## src/rtl/seq_core_ctrl.sv

```systemverilog
// Sequencer core controller: fetch / execute / memory FSM driving an external decoder,
// with program counter, saturating retire counter and a busy-cycle watchdog.
//
// state   | meaning
// --------+-------------------------------------------------------------
// S_IDLE  | waiting for req after reset
// S_FETCH | instr_req high, waiting for instr_rdy
// S_EXEC  | one cycle: decoder outputs for ir select the next action
// S_MEM   | mem_req high, waiting for mem_rdy
// S_DONE  | run finished (halt, end of program or watchdog); results held
module seq_core_ctrl #(
  parameter int D       = 12,
  parameter int IW      = 9,
  parameter int CW      = 16,
  parameter int MAX_CYC = 4095
) (
  input  logic          clk,
  input  logic          reset,
  input  logic          req,
  input  logic [D-1:0]  start_addr,
  output logic          instr_req,
  input  logic          instr_rdy,
  input  logic [IW-1:0] instr,
  output logic [IW-1:0] ir,
  input  logic          is_halt,
  input  logic          is_mem,
  input  logic          is_jump,
  input  logic          is_branch,
  input  logic          zero,
  input  logic [D-1:0]  target,
  output logic          mem_req,
  input  logic          mem_rdy,
  output logic          reg_we,
  output logic          flag_we,
  output logic [D-1:0]  pc,
  output logic          busy,
  output logic          done,
  output logic          err,
  output logic [CW-1:0] icount
);

  localparam logic [2:0] S_IDLE  = 3'd0;
  localparam logic [2:0] S_FETCH = 3'd1;
  localparam logic [2:0] S_EXEC  = 3'd2;
  localparam logic [2:0] S_MEM   = 3'd3;
  localparam logic [2:0] S_DONE  = 3'd4;

  localparam int CYW = $clog2(MAX_CYC + 1);
  localparam logic [CYW-1:0] WD_LAST = CYW'(MAX_CYC - 1);
  localparam logic [D-1:0]   PC_LAST = {D{1'b1}};
  localparam logic [CW-1:0]  CNT_MAX = {CW{1'b1}};

  logic [2:0]     state_q, state_d;
  logic [D-1:0]   pc_q, pc_d;
  logic [IW-1:0]  ir_q, ir_d;
  logic [CW-1:0]  icount_q, icount_d;
  logic           err_q, err_d;
  logic [CYW-1:0] cyc_q, cyc_d;
  logic           busy_c, wd_fire, retire, seq_inc, reg_we_c, flag_we_c;

  assign busy_c  = (state_q == S_FETCH) || (state_q == S_EXEC) || (state_q == S_MEM);
  // Fires on the busy cycle whose closing edge brings the counter to MAX_CYC.
  assign wd_fire = busy_c && (cyc_q == WD_LAST);

  always_comb begin
    state_d   = state_q;
    pc_d      = pc_q;
    ir_d      = ir_q;
    icount_d  = icount_q;
    err_d     = err_q;
    cyc_d     = cyc_q;
    retire    = 1'b0;
    seq_inc   = 1'b0;
    reg_we_c  = 1'b0;
    flag_we_c = 1'b0;
    if (busy_c) cyc_d = cyc_q + 1'b1;
    case (state_q)
      S_IDLE, S_DONE: begin
        if (req) begin
          pc_d     = start_addr;
          icount_d = '0;
          err_d    = 1'b0;
          cyc_d    = '0;
          state_d  = S_FETCH;
        end
      end
      S_FETCH: begin
        if (wd_fire) begin
          err_d   = 1'b1;
          state_d = S_DONE;
        end else if (instr_rdy) begin
          ir_d    = instr;
          state_d = S_EXEC;
        end
      end
      S_EXEC: begin
        if (wd_fire) begin
          err_d   = 1'b1;
          state_d = S_DONE;
        end else if (is_halt) begin
          retire  = 1'b1;
          state_d = S_DONE;
        end else if (is_mem) begin
          state_d = S_MEM;
        end else begin
          reg_we_c  = 1'b1;
          flag_we_c = 1'b1;
          retire    = 1'b1;
          if (is_jump || (is_branch && zero)) begin
            pc_d    = target;
            state_d = S_FETCH;
          end else begin
            seq_inc = 1'b1;
          end
        end
      end
      S_MEM: begin
        if (wd_fire) begin
          err_d   = 1'b1;
          state_d = S_DONE;
        end else if (mem_rdy) begin
          reg_we_c = 1'b1;
          retire   = 1'b1;
          seq_inc  = 1'b1;
        end
      end
      default: state_d = S_IDLE;
    endcase
    // Falling off the top of the address space ends the run instead of wrapping.
    if (seq_inc) begin
      if (pc_q == PC_LAST) begin
        state_d = S_DONE;
      end else begin
        pc_d    = pc_q + 1'b1;
        state_d = S_FETCH;
      end
    end
    if (retire && (icount_q != CNT_MAX)) icount_d = icount_q + 1'b1;
  end

  always_ff @(posedge clk or negedge reset) begin
    if (!reset) begin
      state_q  <= S_IDLE;
      pc_q     <= '0;
      ir_q     <= '0;
      icount_q <= '0;
      err_q    <= 1'b0;
      cyc_q    <= '0;
    end else begin
      state_q  <= state_d;
      pc_q     <= pc_d;
      ir_q     <= ir_d;
      icount_q <= icount_d;
      err_q    <= err_d;
      cyc_q    <= cyc_d;
    end
  end

  assign instr_req = (state_q == S_FETCH);
  assign mem_req   = (state_q == S_MEM);
  assign reg_we    = reg_we_c;
  assign flag_we   = flag_we_c;
  assign busy      = busy_c;
  assign done      = (state_q == S_DONE);
  assign err       = err_q;
  assign pc        = pc_q;
  assign ir        = ir_q;
  assign icount    = icount_q;

endmodule

```

## config.mk

```make
export PLATFORM = sky130hd
export DESIGN_NAME = seq_core_ctrl
export DESIGN_NICKNAME = d
export VERILOG_FILES = /design/src/rtl/seq_core_ctrl.sv
export SDC_FILE = /design/constraint.sdc
export NUM_CORES = 1
export LEC_CHECK = 0
export BUFFER_PORTS_ARGS = -buffer_cell sky130_fd_sc_hd__buf_2
export CAP_MARGIN = 30
export CORE_AREA = 5 5 64 110
export CTS_BUF_LIST = sky130_fd_sc_hd__clkbuf_8
export DETAILED_ROUTE_END_ITERATION = 12
export DIE_AREA = 0 0 69 115
export GPL_TIMING_DRIVEN = 0
export PLACE_DENSITY = 0.85
export REMOVE_ABC_BUFFERS = 1
export SYNTH_ARGS = -nofsm -noshare
export SYNTH_HDL_FRONTEND = slang
export SYNTH_SLANG_ARGS = --single-unit
```

## constraint.sdc

```tcl
create_clock -name clk -period 5.9 [get_ports clk]
set_input_delay 1.18 -clock clk [delete_from_list [all_inputs] [get_ports clk]]
set_output_delay 1.18 -clock clk [all_outputs]
set_load 0.02 [all_outputs]
```

==> reports/qor.csv, run 1 <==
stage,metric,value,unit
detailed_routing,post-detailed-route DRC marker count,0,
power_and_ir_drop,Switching Share,43.1,%
setup_path,crit start category,input pin,
setup_path,crit path launch,is_halt,
floorplanning,Core Region,6090,sq um
power_and_ir_drop,Power Total,1.53,mW
power_and_ir_drop,sequential share of power,38.7,%
sta,minimum clock period,3610,ps
layout,Seq. cell area,1330,sq um
layout,fin area,3780,sq um
layout,area of the multi-input gates,1720,sq um
setup_path,critical path's slowest cell,or4b_4,
clock_network,"Clk Latency, worst-skew pair",320,ps
clock_network,clock buffer depth,2,
setup_path,Reg2Reg Depth,5,
power_and_ir_drop,pwr dens,405,nW/um^2
setup_path,CP Data Arrival Time,2430,ps
logic_synthesis,"count leader, synth",dfrtp_1,
sta,max-slew violation count,0,
placed_design,Placed Cells,480,
detailed_routing,Wirelength per Cell,16.8,um
logic_synthesis,"EDFF count, synth",0,
placed_design,HPWL Detailed,6160,um
setup_path,critical path class,input pin to output pin,
hold_path,Hold EP,ir[8]$_DFFE_PN0P_,
floorplanning,Horiz. Die Dim,69,um
logic_synthesis,library cells used by synthesis,59,
clock_network,"CTS clk-pin slew, worst paths",100,ps
power_and_ir_drop,Clk pwr share,17.4,%
detailed_routing,Total Wirelength,8200,um
grt,Global Route Usage Sum,21.0,%
clock_network,Post-CTS Hold Buffers,0,
layout,Layout Nets,454,
logic_synthesis,Yosys reg bits,53,
logic_synthesis,Synthesis Warnings,0,
grt,largest net degree at the start of global routing,30,
setup_path,R2R Path End,icount[2]$_DFFE_PN0P_,
sta,maximum clock rate,277,MHz
logic_synthesis,"Seq/Total Area, Yosys",41.8,%
grt,initial antenna violation count,0,
logic_synthesis,async set or reset register ratio after synthesis,100,%
logic_synthesis,post-synthesis area per instance,9.85,sq um
grt,vias in the first global route,3066,
layout,ant diodes,0,
setup_path,Setup crit end kind,output pin,
floorplanning,I/O pin cnt,87,
logic_synthesis,biggest area consumer among synthesized cells,dfrtp_1,
detailed_routing,DRT antenna net count,0,
clock_network,H-tree depth,2,
logic_synthesis,Synth top area share,41.8,%
setup_path,Crit path required time,4720,ps
hold_path,Hold Crit Start,ir[8]$_DFFE_PN0P_,
clock_network,"Gates resized, CTS repair",0,
flow_run,Max Cap Viol,0,
floorplanning,Initial Utilization,52.1,%
layout,fin cells,488,
clock_network,Root Driver,clkbuf_8,
sta,Tcrit/Tclk final,61.3,%
placed_design,Port Buffers,86,
setup_path,worst path cell trace,buf_2 > or4b_4 > or2_1 > a21oi_1 > buf_2,
power_and_ir_drop,Int Pwr,872,uW
power_and_ir_drop,Net Switching,660,uW
placed_design,placed cell area,3660,sq um
hold_path,Worst Hold Class,flop to flop,
layout,FILL cells,515,
floorplanning,Row Count,38,
setup_path,CP max stage delay,500,ps
power_and_ir_drop,combinational power share,43.9,%
sta,Slew headroom,33.0,%
power_and_ir_drop,Max IR drop VDD,243,uV
sta,unrepaired setup endpoints after global routing,no,
sta,final hold viol count,0,
layout,layout cells sized above 1,30.4,%
detailed_routing,Pre-antenna DRT Iters,5,
sta,slew at the pin closest to its max-slew limit,1000,ps
clock_network,CTS tree,done,
clock_network,clk sinks,53,
sta,Final TNS setup,0,ps
floorplanning,height of the die,115,um
layout,Layout area overhead,19.3,%
setup_path,crit-path max FO,4,
grt,grt total ovfl,0,
setup_path,flop2flop setup slack,3000,ps
setup_path,Critical R2R Launch,state_q[1]$_DFFE_PN0P_,
detailed_routing,DR vias/cell,6.11,
logic_synthesis,Synth area leaders,"dfrtp_1 42%, a221o_1 4.4%, nand3_1 4.1%",
clock_network,# Post-CTS Setup Buffers,0,
logic_synthesis,"Cell Area, Synth",3170,sq um
floorplanning,Die ar.,7940,sq um
clock_network,Num CTS Buffers,5,
logic_synthesis,Post-synth top cells,"53 x dfrtp_1, 26 x nand3_1, 24 x nor2_1, 17 x nand2_1, 16 x nor3_1",
hold_path,hold depth,1,
power_and_ir_drop,Leak,1.76,nW
detailed_routing,Iter 0 DRT Violations,313,
logic_synthesis,"Primary FF master, synth",dfrtp_1,
placed_design,gpl congestion,0.849,
logic_synthesis,Mapped Cells,322,
detailed_routing,via count,2982,
setup_path,"most used cell, CP",buf_2,
sta,# setup viols final,0,
grt,first-pass GRT wire length,13700,um
sta,Final Skew,12.8,ps
run_status,status,finished clean,
## layer usage
metal	routed length [um]	track usage, %
met1	3040	22.1
met3	537	5.07
met4	227	9.65
met5	0	0
met2	4400	39.1
## how the worst max path moves through the flow
stage | end | slack [ps] | depth (start not counted)
floorplan | reg_we | 2400 | 3
global placement | icount[11]$_DFFE_PN0P_ | 2020 | 5
detailed placement | flag_we | 2310 | 5
CTS | flag_we | 2310 | 5
global route | flag_we | 2260 | 5
finish | reg_we | 2290 | 5
## state kept, by name, summed over array words and instances, names as in the netlist
register,count
err,1
cyc_q,12
ir,9
pc,12
icount,16
state_q,3
## cells in the final DEF (no fill, tap or decap), drive strengths merged, types with 5 or more instances in the layout
cell    instances
a221o          15
inv            13
o21ai          13
buf            89
nand4           9
dfrtp          53
nor4           12
nand3          26
clkbuf          6
a22o            6
and2            5
nor3           20
nand2          17
xor2           12
mux2           10
nor2           25
a21oi          10
## cells by family (layout without fill, tap and decap cells)
kind of cell,Yosys count,after routing,synth area share (%)
AND/OR/NAND/NOR,146,146,26.9
XOR/XNOR,15,15,4.14
adder cells (fa/ha/maj),4,4,1.58
AO/OA/AOI/OAI,66,66,16.5
buffers and inverters,24,110,4.30
flip-flops,53,53,41.8
multiplexers,14,14,4.81
## layout make-up
| class | count | share of cell area (%) |
|---|---|---|
| tap | 80 | 2.64 |
| clock buffer | 6 | 2.18 |
| timing repair buffer | 89 | 12.5 |
| sequential | 53 | 35.0 |
| inverter | 13 | 1.29 |
| clock inverter | 2 | 0.992 |
| multi-input combinational | 245 | 45.4 |
## per-stage QoR
step,hold WS [ps],setup slack (ps),util [%]
2_1_floorplan,504,2400,-
3_3_place_gp,475,2020,59.4
3_5_place_dp,493,2310,60.2
4_1_cts,516,2310,62.2
5_1_grt,534,2260,62.2
6_report,511,2290,62.2
## critical path: cells and delay by family
| family | cells | cell delay [ps] |
|---|---|---|
| buffers and inverters | 2 | 320 |
| AOI/OAI and AO/OA | 1 | 150 |
| and+or+nand+nor | 2 | 800 |
## power groups by stage
stage | Combinational (mW) | Sequential, mW | Clock, mW
after global placement | 0.640 | 0.587 | 0
final | 0.673 | 0.593 | 0.267
after floorplan | 0.351 | 0.672 | 0
after detailed placement | 0.670 | 0.595 | 0
after global routing | 0.729 | 0.612 | 0.284
after CTS | 0.676 | 0.588 | 0.274
(Power assumes the default switching activity.)
==> inputs of run 2 (changes only) <==
Settings changed: ABC_AREA set to 1, CORE_AREA 5 5 64 110 to 5 5 67 114, DIE_AREA 0 0 69 115 to 0 0 72 119, PLACE_DENSITY 0.85 to 0.84.
Clock period 5.9 ns to 3.4 ns, I/O delays scaled along.
==> run 2 against run 1 <==
Against the previous run: cell count is 34% higher; wire length is 8.7% higher; hold slack worse by 270 ps; largest power group unchanged; critical path depth is 3 higher; highest routed layer unchanged; cell area is 6.4% higher.
==> reports/qor.csv, run 2 <==
stage,metric,value,unit
grt,largest net degree at the start of global routing,41,
logic_synthesis,"count leader, synth",nand2_1,
sta,Min Hold Slack,238,ps
sta,unrepaired setup endpoints after global routing,no,
logic_synthesis,Mapped Cells,487,
detailed_routing,DR vias/cell,5.33,
layout,Seq. cell area,1330,sq um
clock_network,"Gates resized, CTS repair",0,
power_and_ir_drop,Power Total,2.65,mW
layout,area of the multi-input gates,1810,sq um
layout,fin area,4030,sq um
sta,max-slew violation count,0,
clock_network,H-tree depth,2,
placed_design,pre-CTS setup slack,996,ps
sta,Final TNS setup,0,ps
grt,first-pass GRT wire length,14900,um
sta,minimum clock period,2560,ps
layout,"most common cell after layout, fill and taps aside",nand2_1,
layout,Layout Nets,618,
setup_path,CP Data Arrival Time,1880,ps
floorplanning,Initial Utilization,52.6,%
power_and_ir_drop,Leak,2.22,nW
floorplanning,height of the die,119,um
detailed_routing,Iter 0 DRT Violations,218,
sta,final hold viol count,0,
power_and_ir_drop,combinational power share,47.9,%
logic_synthesis,Post-Synth Adder-Cell Area,1.45,%
setup_path,critical path class,flop to output pin,
clock_network,Post-CTS Hold Buffers,0,
floorplanning,Row Count,39,
sta,maximum clock rate,390,MHz
sta,# setup viols final,0,
logic_synthesis,library cells used by synthesis,31,
clock_network,"Clk Latency, worst-skew pair",320,ps
layout,layout cells sized above 1,21.2,%
layout,most frequent cells in the layout,"161 x nand2_1, 86 x buf_2, 63 x inv_1",
power_and_ir_drop,Net Switching,1.25,mW
detailed_routing,Wirelength per Cell,13.6,um
placed_design,HPWL Detailed,6820,um
logic_synthesis,combinational family with the most area after synthesis,simple AND/OR/NAND/NOR gates,
layout,max FFs per register,16,
logic_synthesis,Post-synth top cells,"161 x nand2_1, 63 x inv_1, 54 x nand3_1, 53 x dfrtp_1, 38 x nor2_1",
clock_network,# Post-CTS Setup Buffers,0,
layout,ant diodes,0,
detailed_routing,via count,3489,
run_status,status,finished clean,
hold_path,Worst Hold Class,input pin to asynchronous set/reset pin,
floorplanning,Core Region,6540,sq um
detailed_routing,post-detailed-route DRC marker count,0,
detailed_routing,Total Wirelength,8920,um
layout,FILL cells,600,
logic_synthesis,"EDFF count, synth",0,
grt,Global Route Usage Sum,21.5,%
logic_synthesis,post-synthesis area per instance,7.07,sq um
layout,Layout area overhead,17.0,%
logic_synthesis,Synthesis Warnings,0,
logic_synthesis,"Cell Area, Synth",3440,sq um
power_and_ir_drop,Max IR drop VDD,463,uV
setup_path,Setup crit end kind,output pin,
logic_synthesis,Yosys reg bits,53,
sta,Tcrit/Tclk final,75.3,%
logic_synthesis,Compound-Gate Fraction of Synth Area,5.71,%
logic_synthesis,async set or reset register ratio after synthesis,100,%
setup_path,crit-path max FO,16,
grt,initial antenna violation count,0,
clock_network,Num CTS Buffers,5,
placed_design,Port Buffers,86,
detailed_routing,DRT antenna net count,0,
grt,grt total ovfl,0,
logic_synthesis,biggest area consumer among synthesized cells,dfrtp_1,
layout,post-layout util,61.6,%
power_and_ir_drop,Switching Share,47.0,%
clock_network,clock buffer depth,2,
power_and_ir_drop,Int Pwr,1.40,mW
clock_network,"CTS clk-pin slew, worst paths",110,ps
grt,vias in the first global route,3506,
detailed_routing,Pre-antenna DRT Iters,6,
floorplanning,Die ar.,8570,sq um
floorplanning,I/O pin cnt,87,
placed_design,placed cell area,3930,sq um
sta,setup ws final,838,ps
layout,fin cells,654,
sta,Slew headroom,50.8,%
logic_synthesis,Synth area leaders,"dfrtp_1 39%, nand2_1 18%, nand3_1 7.9%",
logic_synthesis,"Seq/Total Area, Yosys",38.5,%
logic_synthesis,XOR/XNOR Fraction of Synth Area,3.82,%
power_and_ir_drop,Clk pwr share,14.7,%
placed_design,Placed Cells,646,
logic_synthesis,post-synthesis mux area share,2.95,%
setup_path,Crit path required time,2720,ps
clock_network,CTS tree,done,
flow_run,Max Cap Viol,0,
setup_path,crit start category,flop,
power_and_ir_drop,sequential share of power,37.3,%
power_and_ir_drop,pwr dens,658,nW/um^2
sta,slew at the pin closest to its max-slew limit,737,ps
logic_synthesis,"Primary FF master, synth",dfrtp_1,
floorplanning,Horiz. Die Dim,72,um
logic_synthesis,Simple-Gate Fraction of Synth Area,38.6,%
clock_network,clk sinks,53,
sta,Final Skew,19.8,ps
clock_network,Root Driver,clkbuf_8,
placed_design,gpl congestion,0.900,
logic_synthesis,Synth top area share,38.5,%
run 2: worst paths after layout:
| check | from | endpoint | slack (ps) | depth (start not counted) |
|---|---|---|---|---|
| hold reg to reg | state_q[2]$_DFFE_PN0P_ | state_q[2]$_DFFE_PN0P_ | 510 | 2 |
| setup / recovery | cyc_q[0]$_DFF_PN0_ | reg_we | 840 | 8 |
| setup reg to reg | state_q[2]$_DFFE_PN0P_ | icount[4]$_DFFE_PN0P_ | 1020 | 8 |
| max in group asynchronous | reset | pc[8]$_DFF_PN0_ | 2620 | 2 |
| min in group clk | state_q[2]$_DFFE_PN0P_ | state_q[2]$_DFFE_PN0P_ | 510 | 2 |
| hold / removal | reset | ir[2]$_DFFE_PN0P_ | 240 | 1 |
run 2: kinds of logic after synthesis:
family,after synthesis
buf+inv,74
flops,53
fa+ha+maj,4
compound gates,36
xor+xnor,15
mux,9
simple gates,296
run 2: metal layers:
| layer | vias to the layer above | track usage, % | wire (um) |
|---|---|---|---|
| met2 | 140 | 39.0 | 4700 |
| met4 | 0 | 12.9 | 405 |
| met1 | 1609 | 22.5 | 3280 |
| li1 | 1713 | - | - |
| met5 | - | 0 | 0 |
| met3 | 27 | 3.20 | 531 |
run 2: layout make-up:
class	instances	area share, %
clock inverters	2	0.404
repair buffers	87	11.2
well taps	82	2.55
clock buffers	6	2.05
multi-input cells	360	44.9
inverters	64	5.97
flip-flops and latches	53	32.9
run 2: power groups by stage:
stage	combinational [mW]	sequential, mW	clock [mW]
final	1.27	0.989	0.391
after global routing	1.43	1.02	0.427
after CTS	1.28	0.985	0.401
after detailed placement	1.27	0.993	0
after global placement	1.23	0.982	0
after floorplan	0.726	1.12	0
run 2: critical path: stages, from the launching register on:
cell,delay [ps]
dfrtp_1,410
inv_1,100
ha_1,180
nand3_1,80
nor2_1,130
nand2_2,230
nand3_2,210
nand2_1,60
buf_2,160
